==> config.mk <==
export PLATFORM = sky130hd
export DESIGN_NAME = pl_trap_csr_unit_flat
export DESIGN_NICKNAME = d
export VERILOG_FILES = /design/src/rtl/pl_csr_pkg.sv /design/src/rtl/pl_trap_csr_unit_if.sv /design/src/rtl/pl_csr_file.sv /design/src/rtl/pl_trap_csr_unit.sv /design/src/flat_wrapper.sv
export SDC_FILE = /design/constraint.sdc
export NUM_CORES = 1
export LEC_CHECK = 0
export BUFFER_PORTS_ARGS = -buffer_cell sky130_fd_sc_hd__buf_2
export CAP_MARGIN = 30
export CORE_MARGIN = 1
export CORE_UTILIZATION = 57
export CTS_CLUSTER_SIZE = 10
export DETAILED_ROUTE_END_ITERATION = 16
export PLACE_DENSITY = 0.93
export SLEW_MARGIN = 20
export SYNTH_ARGS = -nofsm -noshare
export SYNTH_HDL_FRONTEND = slang
export SYNTH_SLANG_ARGS = --single-unit
==> constraint.sdc <==
create_clock -name clk -period 3.15 [get_ports clk]
set_input_delay 0.1575 -clock clk [delete_from_list [all_inputs] [get_ports clk]]
set_output_delay 0.1575 -clock clk [all_outputs]
set_load 0.01 [all_outputs]
==> src/rtl/pl_csr_pkg.sv <==
// Shared encodings for the machine-mode trap/CSR unit: CSR addresses, cause codes,
// CSR operation encodings, FSM states and the read-modify-write helper.
package pl_csr_pkg;

    localparam logic [11:0] CSR_MSTATUS = 12'h300;
    localparam logic [11:0] CSR_MIE     = 12'h304;
    localparam logic [11:0] CSR_MTVEC   = 12'h305;
    localparam logic [11:0] CSR_MEPC    = 12'h341;
    localparam logic [11:0] CSR_MCAUSE  = 12'h342;
    localparam logic [11:0] CSR_MIP     = 12'h344;

    localparam logic [3:0] CAUSE_OVF = 4'd3;
    localparam logic [3:0] CAUSE_MEI = 4'd11;

    typedef enum logic [1:0] {
        CSR_OP_WRITE = 2'b00,
        CSR_OP_SET   = 2'b01,
        CSR_OP_CLEAR = 2'b10,
        CSR_OP_NONE  = 2'b11
    } csr_op_e;

    typedef enum logic [1:0] {
        ST_IDLE   = 2'd0,
        ST_FLUSH  = 2'd1,
        ST_VECTOR = 2'd2
    } trap_state_e;

    function automatic logic [31:0] csr_apply(csr_op_e op, logic [31:0] cur, logic [31:0] operand);
        case (op)
            CSR_OP_WRITE: csr_apply = operand;
            CSR_OP_SET:   csr_apply = cur | operand;
            CSR_OP_CLEAR: csr_apply = cur & ~operand;
            default:      csr_apply = cur;
        endcase
    endfunction

endpackage

==> src/rtl/pl_trap_csr_unit_if.sv <==
// Pipeline-facing bundle of the trap/CSR unit: trap requests, CSR read/write, redirect.
interface pl_trap_csr_unit_if #(parameter int CAUSE_W = 4);
    logic               trap_ex_v;
    logic               trap_ex_is_intr;
    logic [CAUSE_W-1:0] trap_ex_cause;
    logic [31:0]        trap_pc;
    logic               irq_ext;
    logic [31:0]        intr_pc;
    logic               mret;
    logic [11:0]        csr_addr;
    logic [31:0]        csr_rdata;
    logic               csr_we;
    logic [11:0]        csr_waddr;
    logic [31:0]        csr_wdata;
    logic [1:0]         csr_op;
    logic               flush;
    logic               redirect_v;
    logic [31:0]        redirect_pc;
    logic               busy;

    modport master (
        output trap_ex_v, trap_ex_is_intr, trap_ex_cause, trap_pc, irq_ext, intr_pc, mret,
               csr_addr, csr_we, csr_waddr, csr_wdata, csr_op,
        input  csr_rdata, flush, redirect_v, redirect_pc, busy
    );

    modport slave (
        input  trap_ex_v, trap_ex_is_intr, trap_ex_cause, trap_pc, irq_ext, intr_pc, mret,
               csr_addr, csr_we, csr_waddr, csr_wdata, csr_op,
        output csr_rdata, flush, redirect_v, redirect_pc, busy
    );
endinterface

==> src/rtl/pl_csr_file.sv <==
// M-mode CSR storage with read mux, write/set/clear, and trap/mret update ports.
// TRAP_VECTORED_EN makes mtvec[1:0] writable (modes 00/01 only).
module pl_csr_file
    import pl_csr_pkg::*;
#(
    parameter logic [31:0] MTVEC_RESET = 32'h0000_0100
) (
    input  logic        clk,
    input  logic        rst,
    input  logic [11:0] rd_addr,
    output logic [31:0] rd_data,
    input  logic        we,
    input  logic [11:0] waddr,
    input  logic [31:0] wdata,
    input  logic [1:0]  op,
    input  logic        irq_ext,
    input  logic        trap_v,
    input  logic        trap_intr,
    input  logic [3:0]  trap_code,
    input  logic [31:0] trap_epc,
    input  logic        mret_v,
    output logic        mst_mie,
    output logic        meie,
    output logic [31:0] mtvec_base,
    output logic        mtvec_vec,
    output logic [31:0] mepc
);

    logic        mst_mpie;
    logic [29:0] mtvec_hi;
    logic [1:0]  mtvec_mode;
    logic [31:0] mepc_q;
    logic        mcause_intr;
    logic [3:0]  mcause_code;

    logic [31:0] mstatus_v, mie_v, mtvec_v, mcause_v, mip_v;
    logic [31:0] wr_cur, wr_nx;

    assign mstatus_v  = {24'b0, mst_mpie, 3'b0, mst_mie, 3'b0};
    assign mie_v      = {20'b0, meie, 11'b0};
    assign mtvec_v    = {mtvec_hi, mtvec_mode};
    assign mcause_v   = {mcause_intr, 27'b0, mcause_code};
    assign mip_v      = {20'b0, irq_ext, 11'b0};
    assign mtvec_base = {mtvec_hi, 2'b00};
    assign mtvec_vec  = (mtvec_mode == 2'b01);
    assign mepc       = mepc_q;

    always_comb begin
        rd_data = 32'b0;
        case (rd_addr)
            CSR_MSTATUS: rd_data = mstatus_v;
            CSR_MIE:     rd_data = mie_v;
            CSR_MTVEC:   rd_data = mtvec_v;
            CSR_MEPC:    rd_data = mepc_q;
            CSR_MCAUSE:  rd_data = mcause_v;
            CSR_MIP:     rd_data = mip_v;
            default:     rd_data = 32'b0;
        endcase
    end

    // Set/clear operate on the architecturally visible value, so masked bits stay masked.
    always_comb begin
        wr_cur = 32'b0;
        case (waddr)
            CSR_MSTATUS: wr_cur = mstatus_v;
            CSR_MIE:     wr_cur = mie_v;
            CSR_MTVEC:   wr_cur = mtvec_v;
            CSR_MEPC:    wr_cur = mepc_q;
            CSR_MCAUSE:  wr_cur = mcause_v;
            default:     wr_cur = 32'b0;
        endcase
        wr_nx = csr_apply(csr_op_e'(op), wr_cur, wdata);
    end

`ifdef TRAP_VECTORED_EN
    always_ff @(posedge clk) begin
        if (rst) begin
            mtvec_mode <= 2'b00;
        end else if (!trap_v && !mret_v && we && waddr == CSR_MTVEC) begin
            mtvec_mode <= (wr_nx[1:0] == 2'b01) ? 2'b01 : 2'b00;
        end
    end
`else
    assign mtvec_mode = 2'b00;
`endif

    always_ff @(posedge clk) begin
        if (rst) begin
            mst_mie     <= 1'b0;
            mst_mpie    <= 1'b0;
            meie        <= 1'b0;
            mtvec_hi    <= MTVEC_RESET[31:2];
            mepc_q      <= 32'b0;
            mcause_intr <= 1'b0;
            mcause_code <= 4'b0;
        end else if (trap_v) begin
            mepc_q      <= trap_epc & ~32'h3;
            mcause_intr <= trap_intr;
            mcause_code <= trap_code;
            mst_mpie    <= mst_mie;
            mst_mie     <= 1'b0;
        end else if (mret_v) begin
            mst_mie     <= mst_mpie;
            mst_mpie    <= 1'b1;
        end else if (we) begin
            case (waddr)
                CSR_MSTATUS: begin
                    mst_mie  <= wr_nx[3];
                    mst_mpie <= wr_nx[7];
                end
                CSR_MIE:    meie     <= wr_nx[11];
                CSR_MTVEC:  mtvec_hi <= wr_nx[31:2];
                CSR_MEPC:   mepc_q   <= wr_nx & ~32'h3;
                CSR_MCAUSE: begin
                    mcause_intr <= wr_nx[31];
                    mcause_code <= wr_nx[3:0];
                end
                default: ;
            endcase
        end
    end

endmodule

==> src/rtl/pl_trap_csr_unit.sv <==
// Machine-mode trap/CSR responder: accepts exception/interrupt/mret and sequences flush -> redirect.
// Build option TRAP_VECTORED_EN enables vectored interrupt targets (mtvec mode 01).
//
// state     | meaning
// ST_IDLE   | waiting; accepts one request (exception > interrupt > mret)
// ST_FLUSH  | flush asserted, pipeline front end killed
// ST_VECTOR | redirect_v asserted with the latched target
module pl_trap_csr_unit
    import pl_csr_pkg::*;
#(
    parameter logic [31:0] MTVEC_RESET = 32'h0000_0100,
    parameter int          CAUSE_W     = 4
) (
    input  logic                 clk,
    input  logic                 rst,
    pl_trap_csr_unit_if.slave    bus
);

    trap_state_e state, state_nx;
    logic [31:0] target_q, target_nx;
    logic        take_exc, take_irq, take_mret, accept;
    logic        irq_pend;
    logic [CAUSE_W-1:0] exc_cause;

    logic        mst_mie, meie, mtvec_vec;
    logic [31:0] mtvec_base, mepc;
    logic        trap_v, trap_intr;
    logic [3:0]  trap_code;
    logic [31:0] trap_epc;
    logic        csr_we_ok;

    assign exc_cause = bus.trap_ex_cause;
    assign irq_pend  = bus.irq_ext & mst_mie & meie;

    always_ff @(posedge clk) begin
        if (rst) begin
            state    <= ST_IDLE;
            target_q <= 32'b0;
        end else begin
            state <= state_nx;
            if (accept) target_q <= target_nx;
        end
    end

    always_comb begin
        state_nx  = state;
        take_exc  = 1'b0;
        take_irq  = 1'b0;
        take_mret = 1'b0;
        case (state)
            ST_IDLE: begin
                if (bus.trap_ex_v)  take_exc  = 1'b1;
                else if (irq_pend)  take_irq  = 1'b1;
                else if (bus.mret)  take_mret = 1'b1;
                if (take_exc || take_irq || take_mret) state_nx = ST_FLUSH;
            end
            ST_FLUSH:  state_nx = ST_VECTOR;
            ST_VECTOR: state_nx = ST_IDLE;
            default:   state_nx = ST_IDLE;
        endcase
        accept = take_exc | take_irq | take_mret;
    end

    // Only interrupts use the vectored offset; exceptions always land on the base.
    always_comb begin
        target_nx = mtvec_base;
        if (take_mret)
            target_nx = mepc;
        else if (take_irq && mtvec_vec)
            target_nx = mtvec_base + {26'b0, CAUSE_MEI, 2'b00};
    end

    assign trap_v    = take_exc | take_irq;
    assign trap_intr = take_exc ? bus.trap_ex_is_intr : 1'b1;
    assign trap_code = take_exc ? 4'(exc_cause) : CAUSE_MEI;
    assign trap_epc  = take_exc ? bus.trap_pc : bus.intr_pc;
    // The writing instruction is flushed on accept, and nothing commits while busy.
    assign csr_we_ok = bus.csr_we && (state == ST_IDLE) && !accept;

    pl_csr_file #(.MTVEC_RESET(MTVEC_RESET)) u_csr (
        .clk        (clk),
        .rst        (rst),
        .rd_addr    (bus.csr_addr),
        .rd_data    (bus.csr_rdata),
        .we         (csr_we_ok),
        .waddr      (bus.csr_waddr),
        .wdata      (bus.csr_wdata),
        .op         (bus.csr_op),
        .irq_ext    (bus.irq_ext),
        .trap_v     (trap_v),
        .trap_intr  (trap_intr),
        .trap_code  (trap_code),
        .trap_epc   (trap_epc),
        .mret_v     (take_mret),
        .mst_mie    (mst_mie),
        .meie       (meie),
        .mtvec_base (mtvec_base),
        .mtvec_vec  (mtvec_vec),
        .mepc       (mepc)
    );

    assign bus.flush       = (state == ST_FLUSH);
    assign bus.redirect_v  = (state == ST_VECTOR);
    assign bus.redirect_pc = (state == ST_VECTOR) ? target_q : 32'b0;
    assign bus.busy        = (state != ST_IDLE);

endmodule
==> src/flat_wrapper.sv <==
// flat-port wrapper written by rule: the top's interface ports become plain ports
module pl_trap_csr_unit_flat import pl_csr_pkg::*;
#(
    parameter logic [31:0] MTVEC_RESET = 32'h0000_0100,
    parameter int          CAUSE_W     = 4
)
  (clk, rst, bus_trap_ex_v, bus_trap_ex_is_intr, bus_trap_ex_cause, bus_trap_pc, bus_irq_ext, bus_intr_pc, bus_mret, bus_csr_addr, bus_csr_we, bus_csr_waddr, bus_csr_wdata, bus_csr_op, bus_csr_rdata, bus_flush, bus_redirect_v, bus_redirect_pc, bus_busy);
  pl_trap_csr_unit_if #(.CAUSE_W(CAUSE_W)) bus_i ();
  input  logic clk;
  input  logic rst;
  input wire logic [$bits(bus_i.trap_ex_v)-1:0] bus_trap_ex_v;
  input wire logic [$bits(bus_i.trap_ex_is_intr)-1:0] bus_trap_ex_is_intr;
  input wire logic [$bits(bus_i.trap_ex_cause)-1:0] bus_trap_ex_cause;
  input wire logic [$bits(bus_i.trap_pc)-1:0] bus_trap_pc;
  input wire logic [$bits(bus_i.irq_ext)-1:0] bus_irq_ext;
  input wire logic [$bits(bus_i.intr_pc)-1:0] bus_intr_pc;
  input wire logic [$bits(bus_i.mret)-1:0] bus_mret;
  input wire logic [$bits(bus_i.csr_addr)-1:0] bus_csr_addr;
  input wire logic [$bits(bus_i.csr_we)-1:0] bus_csr_we;
  input wire logic [$bits(bus_i.csr_waddr)-1:0] bus_csr_waddr;
  input wire logic [$bits(bus_i.csr_wdata)-1:0] bus_csr_wdata;
  input wire logic [$bits(bus_i.csr_op)-1:0] bus_csr_op;
  output wire logic [$bits(bus_i.csr_rdata)-1:0] bus_csr_rdata;
  output wire logic [$bits(bus_i.flush)-1:0] bus_flush;
  output wire logic [$bits(bus_i.redirect_v)-1:0] bus_redirect_v;
  output wire logic [$bits(bus_i.redirect_pc)-1:0] bus_redirect_pc;
  output wire logic [$bits(bus_i.busy)-1:0] bus_busy;
  assign bus_i.trap_ex_v = bus_trap_ex_v;
  assign bus_i.trap_ex_is_intr = bus_trap_ex_is_intr;
  assign bus_i.trap_ex_cause = bus_trap_ex_cause;
  assign bus_i.trap_pc = bus_trap_pc;
  assign bus_i.irq_ext = bus_irq_ext;
  assign bus_i.intr_pc = bus_intr_pc;
  assign bus_i.mret = bus_mret;
  assign bus_i.csr_addr = bus_csr_addr;
  assign bus_i.csr_we = bus_csr_we;
  assign bus_i.csr_waddr = bus_csr_waddr;
  assign bus_i.csr_wdata = bus_csr_wdata;
  assign bus_i.csr_op = bus_csr_op;
  assign bus_csr_rdata = bus_i.csr_rdata;
  assign bus_flush = bus_i.flush;
  assign bus_redirect_v = bus_i.redirect_v;
  assign bus_redirect_pc = bus_i.redirect_pc;
  assign bus_busy = bus_i.busy;
  pl_trap_csr_unit #(.MTVEC_RESET(MTVEC_RESET), .CAUSE_W(CAUSE_W)) u_core (.clk(clk), .rst(rst), .bus(bus_i));
endmodule
# ---- Word-level counts from Yosys, hierarchy flattened
# Index checks and enable logic that the tools add are counted.
dict set report totals {
  out_inout_bits 67
  register_bits 102
  elab_cells 98
  inputBits 133
}
dict set report classes {
  mux 41
  bitwise_logic 9
  n_eq_ne 17
  reduce_logical 22
}
# op count
set op_table {}
lappend op_table {{$mux 32} 7}
lappend op_table {{$pmux 32 s6} 1}
lappend op_table {{$pmux 32 s5} 1}
lappend op_table {{$eq 12x10->1 const B} 11}
lappend op_table {{$pmux 32 s3} 1}
lappend op_table {{$and 32x32->32} 1}
lappend op_table {{$not 32->32} 1}
lappend op_table {{$or 32x32->32} 1}
lappend op_table {{$mux 1} 24}
lappend op_table {{$mux 4} 5}
lappend op_table {{$reduce_bool 2->1} 6}
lappend op_table {{$reduce_and 4->1} 2}
lappend op_table {{$reduce_and 3->1} 2}
lappend op_table {{$reduce_bool 3->1} 2}
lappend op_table {{$eq 2x1->1 const B} 2}
lappend op_table {{$eq 2x2->1 const B} 2}
lappend op_table {{$logic_not 2->1} 2}
lappend op_table {{$pmux 2 s2} 1}
lappend op_table {{$reduce_and 2->1} 2}
lappend op_table {{$and 1x1->1} 2}
lappend op_table {{$logic_and 1x1->1} 2}
lappend op_table {{$logic_or 1x1->1} 2}
lappend op_table {{$mux 2} 1}
lappend op_table {{$ne 2x1->1 const B} 1}
lappend op_table {{other kinds (5)} 7}

# ---- Depth between registers and ports, before layout
dict set report depth {
  depth_word 13
  ltp_mapped 8
  depth_no_buf 5
}

# ---- Hierarchy
# From an unflattened synthesis, not the netlist that was laid out.
dict set report unflattened {
  hier_cells 901
  hier_area_um2 7091.8
}
# module cells_each seq_area_each_um2 area_per_inst_um2 n_inst
set modules_own_cells {}
lappend modules_own_cells {pl_csr_file 557 1361.3 4350.4 1}
lappend modules_own_cells {pl_trap_csr_unit 344 680.7 2741.4 1}

# ---- Least setup slack after synthesis
# OpenSTA, ideal clock, no wires.
dict set report synth_path {
  path_kind {reg-to-reg}
  start {register u_core.state[0]}
  end {register u_core.u_csr.mtvec_hi[6]}
  path_slack_ps 1485
  path_stages_with_launch 7
  setup_time_ps 121
  n_path_buf 1
  synth_period_minus_slack_ps 1665
  arrival_time_ps 1544
  t_required_ps 3029
  cell_sequence {dfxtp_1 > nor4b_4 > nand2_2 > nor3_2 > buf_4 > nor3b_1 > o21ai_1}
}
dict set report synth_via {
  elab_chain_cells 7
  word_cells_on_any_way 12
  classes_between {mux (3); bitwise (4); reduce/logical (5)}
}
# element line
set synth_rtl {}
lappend synth_rtl {{start: declaration} pl_trap_csr_unit.sv:19} ;# trap_state_e state, state_nx;
lappend synth_rtl {{start signal: assignment} pl_trap_csr_unit.sv:40} ;# state <= state_nx;
lappend synth_rtl {{$logic_not 2->1 (*)} {pl_trap_csr_unit.sv:50, pl_trap_csr_unit.sv:78}}
lappend synth_rtl {{$mux 1} pl_trap_csr_unit.sv:50} ;# case (state)
lappend synth_rtl {{$or 1x1->1} {pl_trap_csr_unit.sv:61, pl_trap_csr_unit.sv:73}}
lappend synth_rtl {{$or 1x1->1} pl_trap_csr_unit.sv:61} ;# accept = take_exc | take_irq | take_mret;
lappend synth_rtl {{$logic_not 1->1} pl_trap_csr_unit.sv:78} ;# assign csr_we_ok = bus.csr_we && (state == ST_IDLE) && !accept;
lappend synth_rtl {{$logic_and 1x1->1} pl_trap_csr_unit.sv:78}
lappend synth_rtl {{$reduce_and 4->1 (no source line) (*)} -}
lappend synth_rtl {{end signal: assignment} pl_csr_file.sv:92} ;# mtvec_hi <= MTVEC_RESET[31:2];
lappend synth_rtl {{end signal: assignment} pl_csr_file.sv:112} ;# CSR_MTVEC: mtvec_hi <= wr_nx[31:2];
lappend synth_rtl {{end: declaration} pl_csr_file.sv:30} ;# logic [29:0] mtvec_hi;
# Mark *: on every way between the ends. The rest lies on a longest branch, timed or not.
# A chain may end at the register's enable or synchronous reset.

# ---- Final worst setup path
dict set report layout_path {
  start {register u_core.state[0]}
  end {register u_core.u_csr.mtvec_hi[15]}
}
# Same word-level chain as after synthesis.

==> flow_metrics.tcl <==
set metrics [dict create \
    path_clk_slew_ps 70 \
    postCtsHoldBufs 0 \
    grt_pass1_vias 6794 \
    grt_max_degree 55 \
    syn-cell-area_um2 6550 \
    ir_drop_mv 0.291 \
    cts.sinks 100 \
    rows 38 \
    p_leak_uw 0.00311 \
    whs_ps 122 \
    drive_gt1_frac 0.315 \
    final_antenna_net_count 0 \
    final_core_util 0.710 \
    skew_ps 5.72 \
    cap_violations 0 \
    dpl_cell_area_um2 7500 \
    synth.largest_area_cell "dfxtp_1" \
    slew-limit-headroom 0.369 \
    yosys-top-cells-count "nand2_1 (119), dfxtp_1 (100), a21oi_1 (65), nand3b_1 (48), clkbuf_1 (47)" \
    slew_viol_final 0 \
    final.period_utilization 0.712 \
    finalSetupViolCount 0 \
    drtPass1Iterations 5 \
    yosysTopAreaCellShare 0.306 \
    initial_core_util 0.593 \
    placed_cells 1083 \
    cts_resized 0 \
    via_per_inst 6.56 \
    cp.arrival_ps 2510 \
    core-area_um2 11000 \
    final_hold_viol_count 0 \
    yosys_register_bits 100 \
    drc 0 \
    max_freq_ghz 0.446 \
    synth.distinct_cells 67 \
    gp_congestion 0.973 \
    die-area_um2 11900 \
    dpl.hpwl_mm 14.0 \
    vias 7205 \
    drt_first_iter_violations 706 \
    async_flop_share 0 \
    grt-ovfl-total 0 \
    worstHoldPathType "in2reg" \
    yosysMostFrequentCell "nand2_1" \
    io_buffers 193 \
    cp-end-kind "flop" \
    cp.required_ps 3410 \
    clock-root-buffer "clkbuf_16" \
    cts_made_buffers 9 \
    crit_type "reg2reg" \
    clock_latency_ps 340 \
    grt_first_pass_wirelength_mm 33.6 \
    syn2layout_area_growth_pct 19.6 \
    io_pins 200 \
    synth-edff-count 0 \
    dieHeight_um 109 \
    status "completed" \
    worstMarginPinSlew_ps 946 \
    dieWidth_um 109 \
    grt.total_usage 0.362 \
    cts_max_level 3 \
    drt-total-wl_mm 21.1 \
    yosys-top-cells-area "dfxtp_1 (31%), nand2_1 (6.8%), nand3b_1 (5.5%), a211oi_2 (5.2%), a21oi_1 (5.0%)" \
    drt-wirelength-per-cell_um 19.2 \
    stdcell_count 1099 \
    synthFlopType "dfxtp_1" \
    p_per_area_nw_per_um2 402 \
    postCtsSetupBuffers 0 \
    grt_antenna_before_repair 0 \
    yosysSeqAreaShare 0.306 \
    yosys_warnings 0 \
    syn_avg_cell_area_um2 8.12 \
    finalCriticalPeriod_ps 2240 \
    path_max_fanout 23 \
    fin_nets 1087 \
    cts_tree "yes" \
    synthCells 806 \
    clockBufferDepth 2 \
    fin_setup_tns_ps 0 \
    diodes 0 \
    design_area_um2 7830 \
    cp-start-kind "flop" \
    rsz0062_at_grt "false" \
]
## power by group
| group | internal (uW) | switching [uW] | total, uW |
|---|---|---|---|
| Sequential | 1310 | 48.2 | 1360 |
| Combinational | 209 | 350 | 559 |
| Clock | 724 | 505 | 1230 |
## metrics by stage
stage               setup slack (ps)  power, uW
floorplan                       1490       1720
global placement                 904       1910
detailed placement               882       1930
CTS                              990       3130
global route                     829       3250
finish                           906       3150
## kinds of logic (layout without fill, tap and decap cells)
kind of cell	after synthesis	in the layout	share of synthesized area
and+or+nand+nor	334	334	0.283
AOI/OAI and AO/OA	275	275	0.335
DFF	100	100	0.306
buffers and inverters	90	242	0.0665
muxes	5	5	0.00803
other	1	2	0.000573
xor gates and xnor gates	1	1	0.00134
## path summary, 6_finish.rpt
kind / start / endpoint / slack [ps] / cells past startpoint
setup reg to reg: u_core.state[0] / u_core.u_csr.mtvec_hi[15] / 910 / 6
hold / removal: bus_trap_ex_cause[3] / u_core.u_csr.mcause_code[3] / 120 / 3
hold reg to reg: u_core.target_q[12] / u_core.target_q[12] / 450 / 2
setup / recovery: u_core.state[0] / u_core.u_csr.mtvec_hi[15] / 910 / 6
## worst max-delay path: stages (launching register included)
cell and delay (ps):
dfxtp_1 390, nor4b_4 560, nand2_2 250, nor3_4 240, buf_4 390, nor2_1 100, a211oi_2 210
## cell usage in the layout, fill, tap and decap left out, types with 3 or more instances in the layout
cell	synthesis	final
nand2_1	119	119
nand3_1	30	30
a222oi_1	3	3
a32o_1	27	27
a31oi_1	3	3
inv_1	9	9
a22o_1	26	26
buf_2	21	192
o22ai_1	4	4
nand4_1	3	3
mux2i_1	3	3
nand2_2	3	3
buf_4	3	22
nand3b_1	48	48
a211oi_2	27	27
a22oi_1	37	37
o21ai_0	9	9
and3_1	3	3
nor3_1	5	5
dfxtp_1	100	100
clkbuf_16	0	9
o21bai_1	25	25
a21oi_1	65	65
nor3_4	2	3
a32oi_1	26	26
and2_1	37	37
nor2_2	21	22
nor2b_1	12	11
nor2_1	28	27
a211oi_1	7	7
## state kept, by name, summed over array words and instances, names as in the netlist
register,flops
u_core.state,2
u_core.target_q,30
u_core.u_csr.mcause_code,4
u_core.u_csr.mcause_intr,1
u_core.u_csr.meie,1
u_core.u_csr.mepc,30
u_core.u_csr.mst_mie,1
u_core.u_csr.mst_mpie,1
u_core.u_csr.mtvec_hi,30
## routing by layer
layer,track usage,up-vias,part of all wire
li1,-,3299,-
met1,0.452,3361,0.39
met2,0.597,487,0.47
met3,0.0753,58,0.11
met4,0.164,0,0.025
met5,0,-,0
## final cells by class
cell class	count	area (um^2)
inverter	10	37.5
fill	902	3200
multi-input combinational	617	4130
sequential	100	2000
clock inverter	5	82.6
timing repair buffer	216	1160
clock buffer	11	243
tap	140	175
Power figures use the tool's default switching activity.
